[config.mk]
export PLATFORM = sky130hd
export DESIGN_NAME = audio_mix_scaler
export DESIGN_NICKNAME = d
export VERILOG_FILES = /design/src/rtl/audio_mix_scaler.sv
export SDC_FILE = /design/constraint.sdc
export NUM_CORES = 1
export LEC_CHECK = 0
export ABC_AREA = 1
export BUFFER_PORTS_ARGS = -buffer_cell sky130_fd_sc_hd__buf_2
export CAP_MARGIN = 20
export CORE_ASPECT_RATIO = 0.5
export CORE_MARGIN = 3
export CORE_UTILIZATION = 40
export DETAILED_ROUTE_END_ITERATION = 12
export GPL_TIMING_DRIVEN = 0
export HOLD_SLACK_MARGIN = 0.06
export PLACE_DENSITY = 0.6
export SYNTH_ARGS = -nofsm -noshare
export SYNTH_HDL_FRONTEND = slang
export SYNTH_SLANG_ARGS = --single-unit
export TNS_END_PERCENT = 30
[constraint.sdc]
create_clock -name clk -period 6.9 [get_ports clk]
set_input_delay 0.345 -clock clk [delete_from_list [all_inputs] [get_ports clk]]
set_output_delay 0.345 -clock clk [all_outputs]
set_load 0.01 [all_outputs]
[src/rtl/audio_mix_scaler.sv]
// Three-voice audio mixer with 4-bit master volume, saturation and offset-binary
// conversion; one result per tick, held steady for the PWM DAC between updates.
module audio_mix_scaler #(
   parameter int NVOICE = 3,
   parameter int SHIFT  = 5
) (
   input  logic              clk,
   input  logic              rst_n,
   input  logic              tick,
   input  logic [11:0]       voice0,
   input  logic [11:0]       voice1,
   input  logic [11:0]       voice2,
   input  logic [NVOICE-1:0] voice_en,
   input  logic [3:0]        vol,
   output logic [11:0]       sample_out,
   output logic              sample_valid,
   output logic              busy,
   output logic              overrun
);

   typedef enum logic [3:0] {
      IDLE, SUM0, SUM1, SUM2, MUL0, MUL1, MUL2, MUL3, SAT
   } state_t;

   localparam logic signed [17:0] CLAMP_MAX = 18'sd2047;
   localparam logic signed [17:0] CLAMP_MIN = -18'sd2048;

   state_t state_q, state_d;

   logic [11:0]        v0_q, v1_q, v2_q;
   logic [NVOICE-1:0]  en_q;
   logic [3:0]         vol_q;
   logic signed [13:0] sum_q;
   logic signed [17:0] prod_q;

   logic [11:0]        sel_voice;
   logic               sel_en;
   logic signed [13:0] sum_addend;
   logic [1:0]         mul_k;
   logic               mul_en;
   logic signed [17:0] sum_ext;
   logic signed [17:0] mul_addend;
   logic signed [17:0] scaled;
   logic signed [11:0] clamped;

   always_ff @(posedge clk) begin
      if (!rst_n) begin
         state_q <= IDLE;
      end else begin
         state_q <= state_d;
      end
   end

   always_comb begin
      state_d = state_q;
      unique case (state_q)
         IDLE:    if (tick) state_d = SUM0;
         SUM0:    state_d = SUM1;
         SUM1:    state_d = SUM2;
         SUM2:    state_d = MUL0;
         MUL0:    state_d = MUL1;
         MUL1:    state_d = MUL2;
         MUL2:    state_d = MUL3;
         MUL3:    state_d = SAT;
         SAT:     state_d = IDLE;
         default: state_d = IDLE;
      endcase
   end

   // Operand selection for the shared adders: one voice per SUM state, one
   // volume bit (and matching left shift of the sum) per MUL state.
   always_comb begin
      sel_voice = 12'd0;
      sel_en    = 1'b0;
      mul_k     = 2'd0;
      mul_en    = 1'b0;
      unique case (state_q)
         SUM0:    begin sel_voice = v0_q; sel_en = en_q[0]; end
         SUM1:    begin sel_voice = v1_q; sel_en = en_q[1]; end
         SUM2:    begin sel_voice = v2_q; sel_en = en_q[2]; end
         MUL0:    begin mul_k = 2'd0; mul_en = vol_q[0]; end
         MUL1:    begin mul_k = 2'd1; mul_en = vol_q[1]; end
         MUL2:    begin mul_k = 2'd2; mul_en = vol_q[2]; end
         MUL3:    begin mul_k = 2'd3; mul_en = vol_q[3]; end
         default: ;
      endcase
      sum_addend = sel_en ? $signed({{2{sel_voice[11]}}, sel_voice}) : 14'sd0;
      sum_ext    = $signed({{4{sum_q[13]}}, sum_q});
      mul_addend = sum_ext <<< mul_k;
   end

   always_comb begin
      scaled = prod_q >>> SHIFT;
      if (scaled > CLAMP_MAX) begin
         clamped = 12'sd2047;
      end else if (scaled < CLAMP_MIN) begin
         clamped = -12'sd2048;
      end else begin
         clamped = scaled[11:0];
      end
   end

   // Adding 2048 to a 12-bit two's-complement value is just an MSB flip.
   always_ff @(posedge clk) begin
      if (!rst_n) begin
         v0_q         <= 12'd0;
         v1_q         <= 12'd0;
         v2_q         <= 12'd0;
         en_q         <= '0;
         vol_q        <= 4'd0;
         sum_q        <= 14'sd0;
         prod_q       <= 18'sd0;
         sample_out   <= 12'd2048;
         sample_valid <= 1'b0;
         overrun      <= 1'b0;
      end else begin
         sample_valid <= 1'b0;
         overrun      <= tick && (state_q != IDLE);
         unique case (state_q)
            IDLE: begin
               if (tick) begin
                  v0_q  <= voice0;
                  v1_q  <= voice1;
                  v2_q  <= voice2;
                  en_q  <= voice_en;
                  vol_q <= vol;
                  sum_q <= 14'sd0;
               end
            end
            SUM0, SUM1: sum_q <= sum_q + sum_addend;
            SUM2: begin
               sum_q  <= sum_q + sum_addend;
               prod_q <= 18'sd0;
            end
            MUL0, MUL1, MUL2, MUL3: begin
               if (mul_en) prod_q <= prod_q + mul_addend;
            end
            SAT: begin
               sample_out   <= {~clamped[11], clamped[10:0]};
               sample_valid <= 1'b1;
            end
            default: ;
         endcase
      end
   end

   assign busy = (state_q != IDLE);

endmodule

==> reports/results.txt, run 1 <==
top cell type by total area after synthesis -> dfxtp_1
Synth area leaders -> dfxtp_1 33%, nand2_1 12%, o21ai_0 8.2%, a21oi_1 7.9%, inv_1 7.8%
Final nets -> 1011
Final setup viols -> 0
critical path's largest stage delay -> 0.36 ns
Fmax -> 314 MHz
RR Endpoint -> sum_q[12]
Routability Congestion -> 0.875
reg2reg start -> state_q[3]
drt pass-1 iters -> 5
FILL cells -> 1484
num rows -> 30
# port buffers -> 60
Yosys top cell area share -> 0.327
Residual DRC -> 0
vias -> 5564
Worst slew margin -> 0.608
Die Wd -> 175 µm
Post-Synth XOR/XNOR Area -> 0.00307
largest family of logic cells by synthesized area -> simple AND/OR/NAND/NOR gates
layout cells sized above 1 -> 0.123
Post-CTS Hold Buffers -> 0
final core utilization -> 0.477
simple-gate portion of the synthesized area -> 0.256
final number of max-transition violations -> 0
Wirelength per Cell -> 13.4 µm
Initial Util -> 0.415
post-synthesis compound-gate area fraction -> 0.212
CP required -> 7.13 ns
Syn Nets -> 940
worst-case reg-to-reg path depth -> 19
initial drt markers -> 330
crit path buf inv count -> 5
crit start category -> flip-flop
drt total wl -> 15200 µm
post-synthesis sequential area ratio -> 0.327
antenna violations before repair -> 0
Setup Skew -> 0.0104 ns
Adder-Cell Fraction of Synth Area -> 0.0729
Yosys warnings -> 0
later-pin clock latency in the skew report -> 0.35 ns
fin crit share -> 0.461
largest net degree at the start of global routing -> 21
Hold Path Cell Cnt -> 3
Routed Antenna Nets -> 0
crit path max fanout -> 10
DIE HEIGHT -> 90.4 µm
Synth Cell Area -> 5700 µm²
CP cell instances -> inv_1 -> nand2_1 -> nor2_1 -> nand2_1 -> nand3_1 -> clkbuf_1 -> o21ai_0 -> inv_1 -> ha_1 -> inv_1 -> fa_1 -> inv_1 -> nand3_1 -> nand2_1 -> nand4_1 -> nand3_1 -> nand2_1 -> nand3_1 -> a21oi_1
CTS max path bufs -> 2
Worst-path clk slew -> 0.08 ns
Worst Hold Endpoint -> v2_q[11]
R2R Setup Slk -> 3.72 ns
worst vdd ir -> 0.000105 V
RSZ-0062 raised after global routing -> false
CP arrival -> 3.41 ns
outcome -> complete, no violations
Final HPWL DP -> 12100 µm
LEAKAGE -> 3.04 nW
Area growth syn-to-layout -> 14.9%
CTS Buf Count -> 9
Post-Syn Instances -> 862
vias per cell -> 4.92
post-cts resize count -> 0
final hold violation count -> 0
first-pass GRT wire length -> 25600 µm
die footprint -> 15800 µm²
vias in the first global route -> 5226
Avg Cell Area, Syn -> 6.61 µm²
Synth cell types -> 37
Slowest-stage cell, CP -> dfxtp_1
power per cell area -> 191 nW/µm²
n_diodes -> 0
register bit total from synthesis -> 93
clock root buffer -> clkbuf_16
critical path endpoint category -> flip-flop
crit path time final -> 3.18 ns
# IOs -> 61
GRT Residual Overflow -> 0
H-tree depth -> 3
Hold Startpoint -> voice2[11]
Slew @ Worst Pin -> 0.588 ns
GRT Util Overall -> 0.198
clk sinks -> 93
core area -> 13700 µm²
CTS tree -> done
HP Class -> in -> reg
setup TNS -> 0 ns
crit path kind -> reg -> reg
post-synthesis mux area share -> 0.0123
post-CTS setup repair buffer count -> 0
MaxCap Viol Count -> 0
Worst path top cell family by delay -> simple AND/OR/NAND/NOR gates
-- worst reg2reg max path: stages, from the launching register on --
cell      delay [ns]
dfxtp_1         0.36
inv_1           0.09
nand2_1         0.13
nor2_1          0.23
nand2_1         0.09
nand3_1         0.20
clkbuf_1        0.32
o21ai_0         0.15
inv_1           0.08
ha_1            0.17
inv_1           0.07
fa_1            0.36
inv_1           0.12
nand3_1         0.08
nand2_1         0.14
nand4_1         0.14
nand3_1         0.11
nand2_1         0.05
nand3_1         0.10
a21oi_1         0.07
-- cells by family after synthesis --
family                     count (synthesis)
adders and majority gates                 32
muxes                                      7
xor gates and xnor gates                   2
AOI/OAI and AO/OA                        223
DFF                                       93
buffers and inverters                    162
and+or+nand+nor                          343
-- flip-flops by register name (all words and copies together), names as in the netlist --
register	flops
state_q	4
v1_q	12
sum_q	14
en_q	3
overrun	1
v0_q	12
sample_valid	1
sample_out	12
v2_q	12
prod_q	18
vol_q	4
-- layout by cell type, fill, tap and decap left out, types with 7 or more instances in the layout --
master     synthesis  final
inv_2             10     10
dfxtp_1           93     93
nand3_1           52     52
mux2i_1            7      7
nor2_1            80     80
o22ai_1           10     10
buf_6              7      7
clkbuf_16          0      9
a21oi_1           90     90
buf_2              5     65
nand2_1          176    176
inv_1            118    118
clkbuf_1          19     19
o21ai_0           93     93
a221oi_1          11     11
ha_1              30     30
-- final cells by class --
cell class | instances | area [µm²] | share of cell area
buffer | 32 | 183 | 0.0279
clock buffer | 9 | 225 | 0.0344
clock inverter | 7 | 86.3 | 0.0132
inverter | 130 | 488 | 0.0745
multi-input combinational | 607 | 3170 | 0.483
sequential | 93 | 1860 | 0.284
tap | 192 | 240 | 0.0367
timing repair buffer | 60 | 300 | 0.0458
-- per-layer routing --
layer	global-route usage	wire, µm
met5	0	0
met4	0.0477	201
met3	0.0411	750
met2	0.292	6200
met1	0.294	8030
-- metrics by stage --
step	worst slack (ns)	cell area (µm²)	total power [mW]	hold WS, ns	instances
after floorplan	4.38	5700	0.700	0.424	862
after global placement	3.75	6240	0.749	0.441	1114
after detailed placement	3.74	6240	0.752	0.446	1114
after CTS	3.71	6550	1.27	0.201	1130
after global routing	3.25	6550	1.31	0.219	1130
final	3.72	6550	1.25	0.210	1130
-- worst max path at each step --
stage / from / endpoint / slack [ns] / cells past startpoint
final: state_q[3] / sum_q[12] / 3.72 / 19
after global routing: state_q[3] / sum_q[12] / 3.25 / 18
after CTS: state_q[3] / sum_q[12] / 3.71 / 19
after detailed placement: state_q[3] / sum_q[12] / 3.74 / 19
after global placement: state_q[2] / prod_q[8] / 3.75 / 15
after floorplan: state_q[3] / sum_q[12] / 4.38 / 19
-- cells in the mapped netlist --
master,n
nand2_1,176
inv_1,118
dfxtp_1,93
o21ai_0,93
a21oi_1,90
nor2_1,80
nand3_1,52
ha_1,30
clkbuf_1,19
a221oi_1,11
inv_2,10
o22ai_1,10
buf_6,7
mux2i_1,7
nor2_2,6
nor3_1,6
buf_2,5
nand3b_1,5
nand4_1,5
o21ai_1,5
a21boi_0,4
nor2_4,4
o21bai_1,4
or2_2,4
and2_1,3
clkinv_1,2
fa_1,2
xor2_1,2
a211oi_1,1
a21o_1,1
a21oi_2,1
a31oi_1,1
buf_4,1
nand2_2,1
nand2b_1,1
o211ai_1,1
o221ai_1,1
-- power breakdown --
part           switching (mW)  internal, mW  leakage [nW]  total (mW)
sequential             0.0132         0.569         0.760       0.582
clock                   0.253         0.260         0.151       0.514
combinational           0.102        0.0551          2.13       0.157
(Power assumes the default switching activity.)
==> run 2: changes to the inputs <==
--- a/config.mk
+++ b/config.mk
@@ -5,7 +5,7 @@
 export SDC_FILE = /design/constraint.sdc
 export NUM_CORES = 1
 export LEC_CHECK = 0
-export ABC_AREA = 1
+export ABC_AREA = 0
 export BUFFER_PORTS_ARGS = -buffer_cell sky130_fd_sc_hd__buf_2
 export CAP_MARGIN = 20
 export CORE_ASPECT_RATIO = 0.5
==> constraint.sdc (replaced) <==
create_clock -name clk -period 3.1 [get_ports clk]
set_input_delay 0.155 -clock clk [delete_from_list [all_inputs] [get_ports clk]]
set_output_delay 0.155 -clock clk [all_outputs]
set_load 0.01 [all_outputs]
==> reports/results.txt, run 2 <==
CTS tree -> done
Die Wd -> 168 µm (-3.8%)
leading registers by flop count -> prod_q x18, sum_q x14
antenna violations before repair -> 0 (unchanged)
crit path buf inv count -> 2 (-3)
CP required -> 3.35 ns (-3.78 ns)
Residual DRC -> 0 (unchanged)
CP Launch Point -> state_q[3]
final hold violation count -> 0 (unchanged)
DIE HEIGHT -> 87.1 µm (-3.6%)
Yosys warnings -> 0 (unchanged)
Initial Util -> 0.427 (+0.0119)
# IOs -> 61 (unchanged)
final core utilization -> 0.584 (+0.107)
Top FF cell, synth -> dfxtp_1
crit path kind -> reg -> reg
Commonest cells post-synth -> 132 x nand2_1, 95 x a21oi_1, 93 x dfxtp_1
vias in the first global route -> 4995 (-4.4%)
largest net degree at the start of global routing -> 20 (-4.8%)
async set or reset register ratio after synthesis -> 0 (unchanged)
Area growth syn-to-layout -> 36.8%
GRT Residual Overflow -> 0 (unchanged)
layout cells sized above 1 -> 0.236 (+0.113)
Register Area -> 1870 µm² (+0.67%)
multi-input logic area -> 3490 µm² (+10%)
num rows -> 28 (-6.7%)
later-pin clock latency in the skew report -> 0.35 ns (about the same)
FILL cells -> 1113 (-25%)
CTS Buf Count -> 9 (unchanged)
Routability Congestion -> 0.836 (-4.4%)
R2R Setup Slk -> 0.01 ns (-3.71 ns)
fin crit share -> 0.995 (+0.535)
RSZ-0062 raised after global routing -> true
# port buffers -> 60 (unchanged)
crit path time final -> 3.09 ns (-0.0943 ns)
Synth Cell Area -> 5260 µm² (-7.7%)
Routed Antenna Nets -> 0 (unchanged)
Syn Nets -> 746 (-21%)
Yosys top cell area share -> 0.354 (+0.0271)
Final setup viols -> 0 (unchanged)
final number of max-transition violations -> 0 (unchanged)
Slowest-stage cell, CP -> dfxtp_4
register bit total from synthesis -> 93 (unchanged)
Post-synth EDFFs -> 0 (unchanged)
Fmax -> 324 MHz (+3.1%)
die footprint -> 14700 µm² (-7.3%)
Worst slew margin -> 0.338 (-0.269)
Synth area leaders -> dfxtp_1 35%, nand2_1 9.4%, a21oi_1 9.0%, ha_1 7.1%, mux2i_1 4.4%
Worst path top cell family by delay -> simple AND/OR/NAND/NOR gates
Post-Syn Instances -> 668 (-23%)
CTS max path bufs -> 2 (unchanged)
vias per cell -> 5.28 (+7.1%)
CP cell instances -> nor2b_4 -> nand2_4 -> buf_8 -> buf_6 -> mux2i_1 -> mux2i_1 -> ha_1 -> nor3_2 -> nor3_2 -> a221o_1 -> nor2b_4 -> nand2b_4 -> xor2_1 -> a22o_1
top cell type by total area after synthesis -> dfxtp_1
drt pass-1 iters -> 6 (+1)
drt total wl -> 15300 µm (+1.0%)
clk sinks -> 93 (unchanged)
LEAKAGE -> 3.15 nW (+3.6%)
Slew @ Worst Pin -> 0.979 ns (+0.390 ns)
Wirelength per Cell -> 15.5 µm (+16%)
Synth cell types -> 58 (+57%)
H-tree depth -> 3 (unchanged)
vias -> 5207 (-6.4%)
commonest non-fill, non-tap cell in the layout -> nand2_1
crit path max fanout -> 10 (unchanged)
Setup crit end -> prod_q[13]
cell with the most instances after synthesis -> nand2_1
Final HPWL DP -> 10700 µm (-11%)
setup TNS -> 0 ns (unchanged)
initial drt markers -> 287 (-13%)
GRT Util Overall -> 0.208 (+0.0104)
commonest non-fill, non-tap cells in the layout -> 127 x nand2_1, 89 x dfxtp_1, 84 x a21oi_1
reg2reg start -> state_q[3]
post-synthesis sequential area ratio -> 0.354 (+0.0271)
HP Class -> in -> reg
Setup Skew -> 0.00924 ns (-0.00112 ns)
Biggest register -> prod_q
core area -> 12300 µm² (-10%)
first-pass GRT wire length -> 24500 µm (-4.0%)
Hold WS -> 0.0731 ns (-0.137 ns)
Avg Cell Area, Syn -> 7.88 µm² (+19%)
Final nets -> 895 (-11%)
crit start category -> flip-flop
worst vdd ir -> 0.000246 V (+140%)
CP arrival -> 3.33 ns (-0.08 ns)
Worst-path clk slew -> 0.08 ns (about the same)
worst-case reg-to-reg path depth -> 14 (-5)
critical path's largest stage delay -> 0.39 ns (+0.03 ns)
RR Endpoint -> prod_q[13]
max reg flops -> 18 (unchanged)
clock root buffer -> clkbuf_16
power per cell area -> 382 nW/µm² (+100%)
Worst path depth -> 14 (-5)
critical path endpoint category -> flip-flop
n_diodes -> 0 (unchanged)
outcome -> complete, no violations
MaxCap Viol Count -> 0 (unchanged)
[run 2: cell types whose count changed after synthesis, sizes merged, moves of 13 or more]
cell and change:
nand2 -45, inv -113, xnor2 +13, mux2i +16, o21ai -57, nor2 -48
nand3 -38
[run 2: area by class of cell]
type | instances | share of cell area
plain buffers | 39 | 0.0320
clock buffers | 9 | 0.0313
clock inverters | 7 | 0.0111
inverters | 15 | 0.00782
multi-input cells | 519 | 0.484
flip-flops and latches | 93 | 0.260
well taps | 165 | 0.0287
repair buffers | 140 | 0.145
[run 2: cell families after synthesis]
| kind of cell | synth area share |
|---|---|
| buf+inv | 0.0418 |
| flops | 0.354 |
| compound gates | 0.234 |
| xor+xnor | 0.0433 |
| fa+ha+maj | 0.0789 |
| simple gates | 0.196 |
| mux | 0.0523 |
[run 2: layer usage]
layer  GRT usage  share of wire
met1       0.288           0.50
met2       0.349           0.45
met3      0.0340          0.042
met4      0.0401         0.0075
met5           0              0
[run 2: worst min path at each step]
stage	end	depth (start not counted)	start	slack, ns
global route	v0_q[1]	3	voice0[1]	0.07
global placement	vol_q[2]	3	vol[2]	0.40
floorplan	vol_q[0]	2	vol[0]	0.29
finish	v0_q[1]	3	voice0[1]	0.07
detailed placement	v2_q[10]	3	voice2[10]	0.40
CTS	v0_q[1]	3	voice0[1]	0.07
[run 2: repair_timing]
action | 4_1_cts | 5_1_grt
gates cloned | 1 | 0
hold buffers | 42 | 0
endpoints found under the hold margin | 42 | 0
resized for setup | 45 | 59
setup endpoints to repair | 18 | 16
buffers inserted | 18 | 19
pin swaps | 14 | 37
[run 2: worst min-delay path, cell delays in order]
cell,delay (ns)
buf_2,0.10
nand2_1,0.07
a21oi_1,0.06
[run 2: where the power goes]
part	total [mW]	switching, mW	internal (mW)
sequential	1.27	0.0282	1.24
clock	1.13	0.556	0.576
combinational	0.352	0.201	0.151
[run 2: metrics by stage]
step	instance area, µm²	instances	power, mW	setup slack [ns]
3_5_place_dp	5820	893	1.57	-0.542
2_1_floorplan	5310	668	1.46	-0.00276
6_report	7200	987	2.75	0.0142
5_1_grt	7200	987	2.86	-0.121
4_1_cts	6860	969	2.75	-0.0188
3_3_place_gp	5820	893	1.56	-0.500
